<file path="src/rtl/ant_net_driver.sv">
// Pattern source for the antenna-characterisation nets: loads a seed, drives a
// selected pattern for a programmed number of cycles, pulses done, parks low.
module ant_net_driver #(
  parameter int              NETS      = 8,
  parameter int              CNT_W     = 16,
  parameter logic [NETS-1:0] LFSR_TAPS = NETS'('hB8)
) (
  input  logic             clk,
  input  logic             rst,
  input  logic             start,
  input  logic [1:0]       mode,
  input  logic [NETS-1:0]  seed,
  input  logic [CNT_W-1:0] cycles,
  output logic             busy,
  output logic             done,
  output logic [NETS-1:0]  net_out,
  output logic [CNT_W-1:0] cycle_cnt
);

  typedef enum logic [1:0] {
    S_IDLE,
    S_LOAD,
    S_RUN,
    S_DONE
  } state_t;

  typedef enum logic [1:0] {
    MODE_STATIC = 2'b00,
    MODE_WALK   = 2'b01,
    MODE_TOGGLE = 2'b10,
    MODE_LFSR   = 2'b11
  } mode_t;

  state_t             state_q;
  mode_t              mode_q;
  logic [NETS-1:0]    seed_q;
  logic [CNT_W-1:0]   cycles_q;
  logic [NETS-1:0]    net_q;
  logic [CNT_W-1:0]   cnt_q;
  logic               busy_q;
  logic               done_q;

  logic [NETS-1:0]    net_d;
  logic [NETS-1:0]    seed_d;
  logic [CNT_W-1:0]   cnt_d;
  logic               fb;

  // Pattern advance from the current net drive, selected by the captured mode.
  always_comb begin
    fb    = ^(net_q & LFSR_TAPS);
    net_d = net_q;
    case (mode_q)
      MODE_STATIC: net_d = net_q;
      MODE_WALK:   net_d = {net_q[NETS-2:0], net_q[NETS-1]};
      MODE_TOGGLE: net_d = ~net_q;
      MODE_LFSR:   net_d = {net_q[NETS-2:0], fb};
      default:     net_d = net_q;
    endcase
  end

  // An all-zero seed would lock walking-one and LFSR patterns at zero.
  always_comb begin
    seed_d = seed_q;
    if ((seed_q == '0) && ((mode_q == MODE_WALK) || (mode_q == MODE_LFSR)))
      seed_d = NETS'(1);
    cnt_d = cnt_q + CNT_W'(1);
  end

  always_ff @(posedge clk or posedge rst) begin
    if (rst) begin
      state_q  <= S_IDLE;
      mode_q   <= MODE_STATIC;
      seed_q   <= '0;
      cycles_q <= '0;
      net_q    <= '0;
      cnt_q    <= '0;
      busy_q   <= 1'b0;
      done_q   <= 1'b0;
    end else begin
      case (state_q)
        S_IDLE: begin
          net_q <= '0;
          if (start) begin
            mode_q   <= mode_t'(mode);
            seed_q   <= seed;
            cycles_q <= cycles;
            busy_q   <= 1'b1;
            state_q  <= S_LOAD;
          end
        end
        S_LOAD: begin
          net_q <= seed_d;
          cnt_q <= '0;
          if (cycles_q == '0) begin
            busy_q  <= 1'b0;
            done_q  <= 1'b1;
            state_q <= S_DONE;
          end else begin
            state_q <= S_RUN;
          end
        end
        S_RUN: begin
          net_q <= net_d;
          cnt_q <= cnt_d;
          if (cnt_d == cycles_q) begin
            busy_q  <= 1'b0;
            done_q  <= 1'b1;
            state_q <= S_DONE;
          end
        end
        S_DONE: begin
          net_q   <= '0;
          done_q  <= 1'b0;
          state_q <= S_IDLE;
        end
        default: begin
          net_q   <= '0;
          busy_q  <= 1'b0;
          done_q  <= 1'b0;
          state_q <= S_IDLE;
        end
      endcase
    end
  end

  assign busy      = busy_q;
  assign done      = done_q;
  assign net_out   = net_q;
  assign cycle_cnt = cnt_q;

endmodule

</file>
<file path="config.mk">
export PLATFORM = sky130hd
export DESIGN_NAME = ant_net_driver
export DESIGN_NICKNAME = d
export VERILOG_FILES = /design/src/rtl/ant_net_driver.sv
export SDC_FILE = /design/constraint.sdc
export NUM_CORES = 1
export LEC_CHECK = 0
export BUFFER_PORTS_ARGS = -buffer_cell sky130_fd_sc_hd__buf_2
export CAP_MARGIN = 0
export CORE_ASPECT_RATIO = 1.25
export CORE_MARGIN = 4
export CORE_UTILIZATION = 35
export CTS_CLUSTER_SIZE = 16
export DETAILED_ROUTE_END_ITERATION = 8
export GPL_TIMING_DRIVEN = 0
export SLEW_MARGIN = 5
export SYNTH_ARGS = -nofsm -noshare
export SYNTH_HDL_FRONTEND = slang
export SYNTH_SLANG_ARGS = --single-unit
</file>
<file path="constraint.sdc">
create_clock -name clk -period 2.34 [get_ports clk]
set_input_delay 0.234 -clock clk [delete_from_list [all_inputs] [get_ports clk]]
set_output_delay 0.234 -clock clk [all_outputs]
set_load 0.02 [all_outputs]
</file>
* Word level (Yosys, flattened, before mapping)
Index checks and enable logic that the tools add are counted.
** Storage, ports and cells
- Register bits after elaboration :: 54
- Input port bits :: 29
- Output and inout bits :: 26
** Operators by class
- Add/sub/neg operators :: 1
- Eq/ne operators :: 11
- Mux-type cells :: 15
- Bitwise operators :: 1
- Reduce and logical (&&, ||, !) cells :: 15
** Operators by type and width (count)
- $pmux 8 s3 :: 2
- $pmux 16 s2 :: 1
- $add 16x1->16 const B :: 1
- $eq 16x16->1 :: 1
- $logic_not 16->1 :: 1
- $eq 2x2->1 const B :: 4
- $logic_not 8->1 :: 1
- $mux 8 :: 1
- $ne 2x2->1 const B :: 4
- $not 8->8 :: 1
- $pmux 2 s4 :: 1
- $reduce_xor 8->1 :: 1
- $mux 1 :: 6
- $pmux 1 s3 :: 2
- $reduce_bool 3->1 :: 2
- $eq 2x1->1 const B :: 2
- $logic_not 2->1 :: 2
- $mux 2 :: 2
- $reduce_and 2->1 :: 2
- $reduce_and 4->1 :: 1
- $reduce_and 3->1 :: 1
- $reduce_bool 2->1 :: 1
- $reduce_or 2->1 :: 1
- $logic_and 1x1->1 :: 1
- $logic_or 1x1->1 :: 1

* Logic depth before layout (Yosys ltp)
- Depth in word-level cells :: 5
- Mapped depth :: 9
- Depth with buffers taken out :: 8

* Worst setup path after synthesis
Ideal clock, no wire load.
- Kind :: reg-to-reg
- From :: register cnt_q[0], in the netlist cycle_cnt[0]
- To :: register state_q[1]
- Data arrival time :: 2558 ps
- Data required time :: 2215 ps
- Slack :: -343 ps
- Cell stages (with the launch flop) :: 10
- Cell sequence :: dfrtp_1 -> ha_1 -> and3_1 -> buf_2 -> nand2_1 -> o41ai_1 -> nand4_1 -> o41ai_4 -> o21ai_2 -> mux2_4
** On the way
- Cells in the longest elaborated chain, start to end :: 4
** RTL lines
- start, declared :: RTL line 39 : logic [CNT_W-1:0] cnt_q;
- start signal, assigned :: RTL line 104 : cnt_q <= cnt_d;
- $add 16x1->16 :: RTL line 66 : cnt_d = cnt_q + CNT_W'(1);
- $eq 16x16->1 :: RTL line 105 : if (cnt_d == cycles_q) begin
- $ne 2x2->1 (no line)
- $reduce_and 2->1 (no line)
- end signal, assigned :: RTL line 71 : state_q <= S_IDLE;
- end signal, assigned :: RTL line 108 : state_q <= S_DONE;
- end signal, assigned :: RTL line 114 : state_q <= S_IDLE;
- end, declared :: RTL line 34 : state_t state_q;
Every way passes these cells.
A chain may end at the register's enable or synchronous reset.

* Worst setup path in the final report
- From :: register cnt_q[0], in the netlist cycle_cnt[0]
- To :: register busy_q, in the netlist busy
** On the way
- Cells in the longest elaborated chain, start to end :: 4
** RTL lines
- $add 16x1->16 :: RTL line 66
- $eq 16x16->1 :: RTL line 105
- $ne 2x2->1 (no line)
- $reduce_and 4->1 (no line)
- end signal, assigned :: RTL line 77 : busy_q <= 1'b0;
- end signal, assigned :: RTL line 106 : busy_q <= 1'b0;
- end signal, assigned :: RTL line 118 : busy_q <= 1'b0;
- end, declared :: RTL line 40 : logic busy_q;
Every way passes these cells.

==> run metrics <==
register bit total from synthesis 54; vias per inst approximately 5.4; mapped cell area between 3000 and 4000 sq um; Placer Congestion just under 0.9; vias 2,866; status finished, violations left; commonest non-fill, non-tap cell in the layout buf_2; Clock Power Share between 10 and 15%; syn_area_per_cell around 10 sq um; most frequent cells in the layout buf_2 (54), dfrtp_1 (45), mux2_2 (26); crit path cell chain buf_6 -> and4_1 -> buf_6 -> nand3_4 -> or3_4 -> a32o_2 -> o41ai_4 -> buf_4 -> a31oi_1 -> a41oi_1; worst skew pair latency approximately 0.31 ns; die area 10,800 sq um; largest area contributor in the netlist dfrtp_1; post-synthesis sequential area ratio a little over two fifths; Post-Synthesis Cells ~330; unrepaired setup endpoints after global routing true; Post-synth ARST share 100%; kind of end point of the critical path register; number of synthesized flops with an enable pin 0; Worst EP required roughly 2.6 ns; DRC 0; switching power approximately 0.0019 W; H-tree Lvls 2; Die X ~94 um; Num CTS Buffers 5; Cell Pwr Density ~1100 nW/um^2; first-pass GRT wire length between 10 and 15 mm; FF-to-FF End busy$_DFFE_PP0P_; Worst path slowest cell dfrtp_2; Crit path largest cell delay approximately 0.42 ns; Hold Fails Final Rpt 0; drt first pass iters 6; Crit Path Category register to register; Startpoint Class register; Final Max Tran Viols 0; non-filler cells, final approximately 530; Power Internal around 0.0027 W; Fin Setup TNS -0.467 ns; placed cells 506; final setup vio count 4; Sequential Power Share between 30% and 40%; max_cap viols 0; max_slew headroom 53.3%; first-iteration detailed-routing DRC count between 100 and 150; Core ar. around 9000 sq um; IO Count between 50 and 60; Final period util 106%; worst min-delay path class input port to register; Worst R2R Path Depth 10; ys flop type dfrtp_1; GRT Total Usage roughly 16%; CTS tree yes; max frequency 402 MHz; CP Launch Point cycle_cnt[0]$_DFFE_PP0N_; Die H between 100 and 150 um; Combinational Power Share between 40 and 50%; pin count of the biggest net entering global routing 34; Cell variety after synth 57; GR Overflow Total 0; antenna viol nets, final 0; Worst path most repeated cell buf_6; FILL cells slightly below 900; n_diodes 0; Min-Delay Endpoint seed_q[5]$_DFFE_PP0P_; Arr. time, crit path 2.71 ns; Avg WL per Cell 16.3 um; net count after synthesis 367; port bufs 54; Yosys top cell area share 41.8%; hpwl dp a little over 6 mm; Ys Warns 0; WHS Path Cells 2; leak pwr 1.76 nW; clk slew on worst S/H paths around 0.1 ns; CP max FO 6; Layout area overhead 25.5%; Hold Crit Start seed[5]; initial antenna violation count 0; final wirelength approximately 8.7 mm; FF-to-FF Start cycle_cnt[0]$_DFFE_PP0N_; Initial Utilization around 37%; minimum clock period between 2 and 2.5 ns; ranking of synthesized cells by area dfrtp_1 (42%), mux2_2 (9.1%), nor2_1 (2.9%); worst reg2reg setup slack -0.14 ns; Worst VDD drop 0.569 mV; clk sinks between 50 and 60; Final nets between 400 and 500; Worst Clk Skew between 0.01 and 0.015 ns; failing checks setup timing; Setup WS post-layout -0.145 ns; Root Driver clkbuf_8; worst-margin pin slew ~0.7 ns; Clock Path Buffers 2; floorplan row count 38; Sw Share between 40% and 50%; layout cells sized above 1 between 30 and 40%; vias in the first global route between 2,000 and 3,000
-- cells by family after synthesis --
| family | count (synthesis) | share of synthesized area, % |
|---|---|---|
| flops | 54 | 41.8 |
| simple gates | 105 | 17.7 |
| mux | 28 | 9.84 |
| buf+inv | 39 | 5.93 |
| xor+xnor | 17 | 4.61 |
| compound gates | 81 | 17.4 |
| fa+ha+maj | 7 | 2.71 |
-- through the flow --
step	power, W	setup slack, ns	util, %	instance area (sq um)	hold WS, ns
final	0.00455	-0.145	45.9	4060	0.138
after global routing	0.00487	-0.247	45.9	4060	0.132
after CTS	0.00457	-0.134	45.3	4000	0.128
after detailed placement	0.00378	-0.497	41.9	3710	0.300
after global placement	0.00373	-0.483	41.7	3690	0.466
after floorplan	0.00315	-0.171	-	3270	0.385
-- power groups by stage --
| stage | registers [W] | logic (W) | clock network, W |
|---|---|---|---|
| global route | 0.00172 | 0.00247 | 0.000686 |
| CTS | 0.00166 | 0.00225 | 0.000662 |
| floorplan | 0.00165 | 0.00150 | 0 |
| finish | 0.00166 | 0.00225 | 0.000636 |
| detailed placement | 0.00168 | 0.00209 | 0 |
| global placement | 0.00168 | 0.00205 | 0 |
-- synthesized netlist by cell type, types with 4 or more instances --
master     number
dfrtp_1        54
mux2_2         26
nor2_1         25
inv_1          20
nand2_1        19
a21oi_1        18
o21ai_0        14
o22ai_1        11
nor4_1         10
xnor2_1        10
clkbuf_1        9
nand4_1         9
ha_1            7
nand3_1         7
xor2_1          7
a211oi_1        6
nor3b_1         6
o2bb2ai_1       6
and3_1          5
buf_4           5
a31oi_1         4
nor3_1          4
-- sequential cells by signal, summed over array words and instances, names as in the netlist --
signal     flops
cycles_q      16
done           1
seed_q         8
net_out        8
mode_q         2
cycle_cnt     16
state_q        2
busy           1
-- routing by layer --
metal  track usage [%]  part of all wire, %
met3              2.53                  3.9
met1              19.5                   41
met5                 0                    0
met2              28.8                   53
met4              7.03                  1.8
-- worst max-delay path, delay by kind of cell, from the launching register on --
family          cells  cell delay (ns)
buf+inv             3             0.44
simple gates        3             0.62
compound gates      4             0.91
flops               1             0.42
-- timing repair --
action                                 CTS  global route
hold buffers                             1             0
resized for setup                       14             6
pin swaps                                6             5
buffers inserted                        14             4
endpoints found under the hold margin   21             0
setup endpoints to repair                5             4
-- how the worst max path moves through the flow --
stage                        endpoint  slack, ns  cells past startpoint
2_1_floorplan  state_q[1]$_DFFE_PP0P_      -0.17                      9
3_3_place_gp   state_q[1]$_DFFE_PP0P_      -0.48                      9
3_5_place_dp   state_q[1]$_DFFE_PP0P_      -0.50                      8
4_1_cts              busy$_DFFE_PP0P_      -0.13                     10
5_1_grt        state_q[0]$_DFFE_PP0P_      -0.25                     10
6_report             busy$_DFFE_PP0P_      -0.14                     10
-- cell type report --
| type | instances | area, sq um | share of cell area (%) |
|---|---|---|---|
| Tap cell | 120 | 150 | 3.70 |
| Inverter | 20 | 75.1 | 1.85 |
| Buffer | 19 | 145 | 3.58 |
| Sequential cell | 54 | 1360 | 33.6 |
| Timing Repair Buffer | 74 | 443 | 10.9 |
| Clock buffer | 7 | 76.3 | 1.88 |
| Clock inverter | 1 | 30.0 | 0.741 |
| Multi-Input combinational cell | 238 | 1770 | 43.7 |
Note: power is estimated with default switching activity, not from simulation.
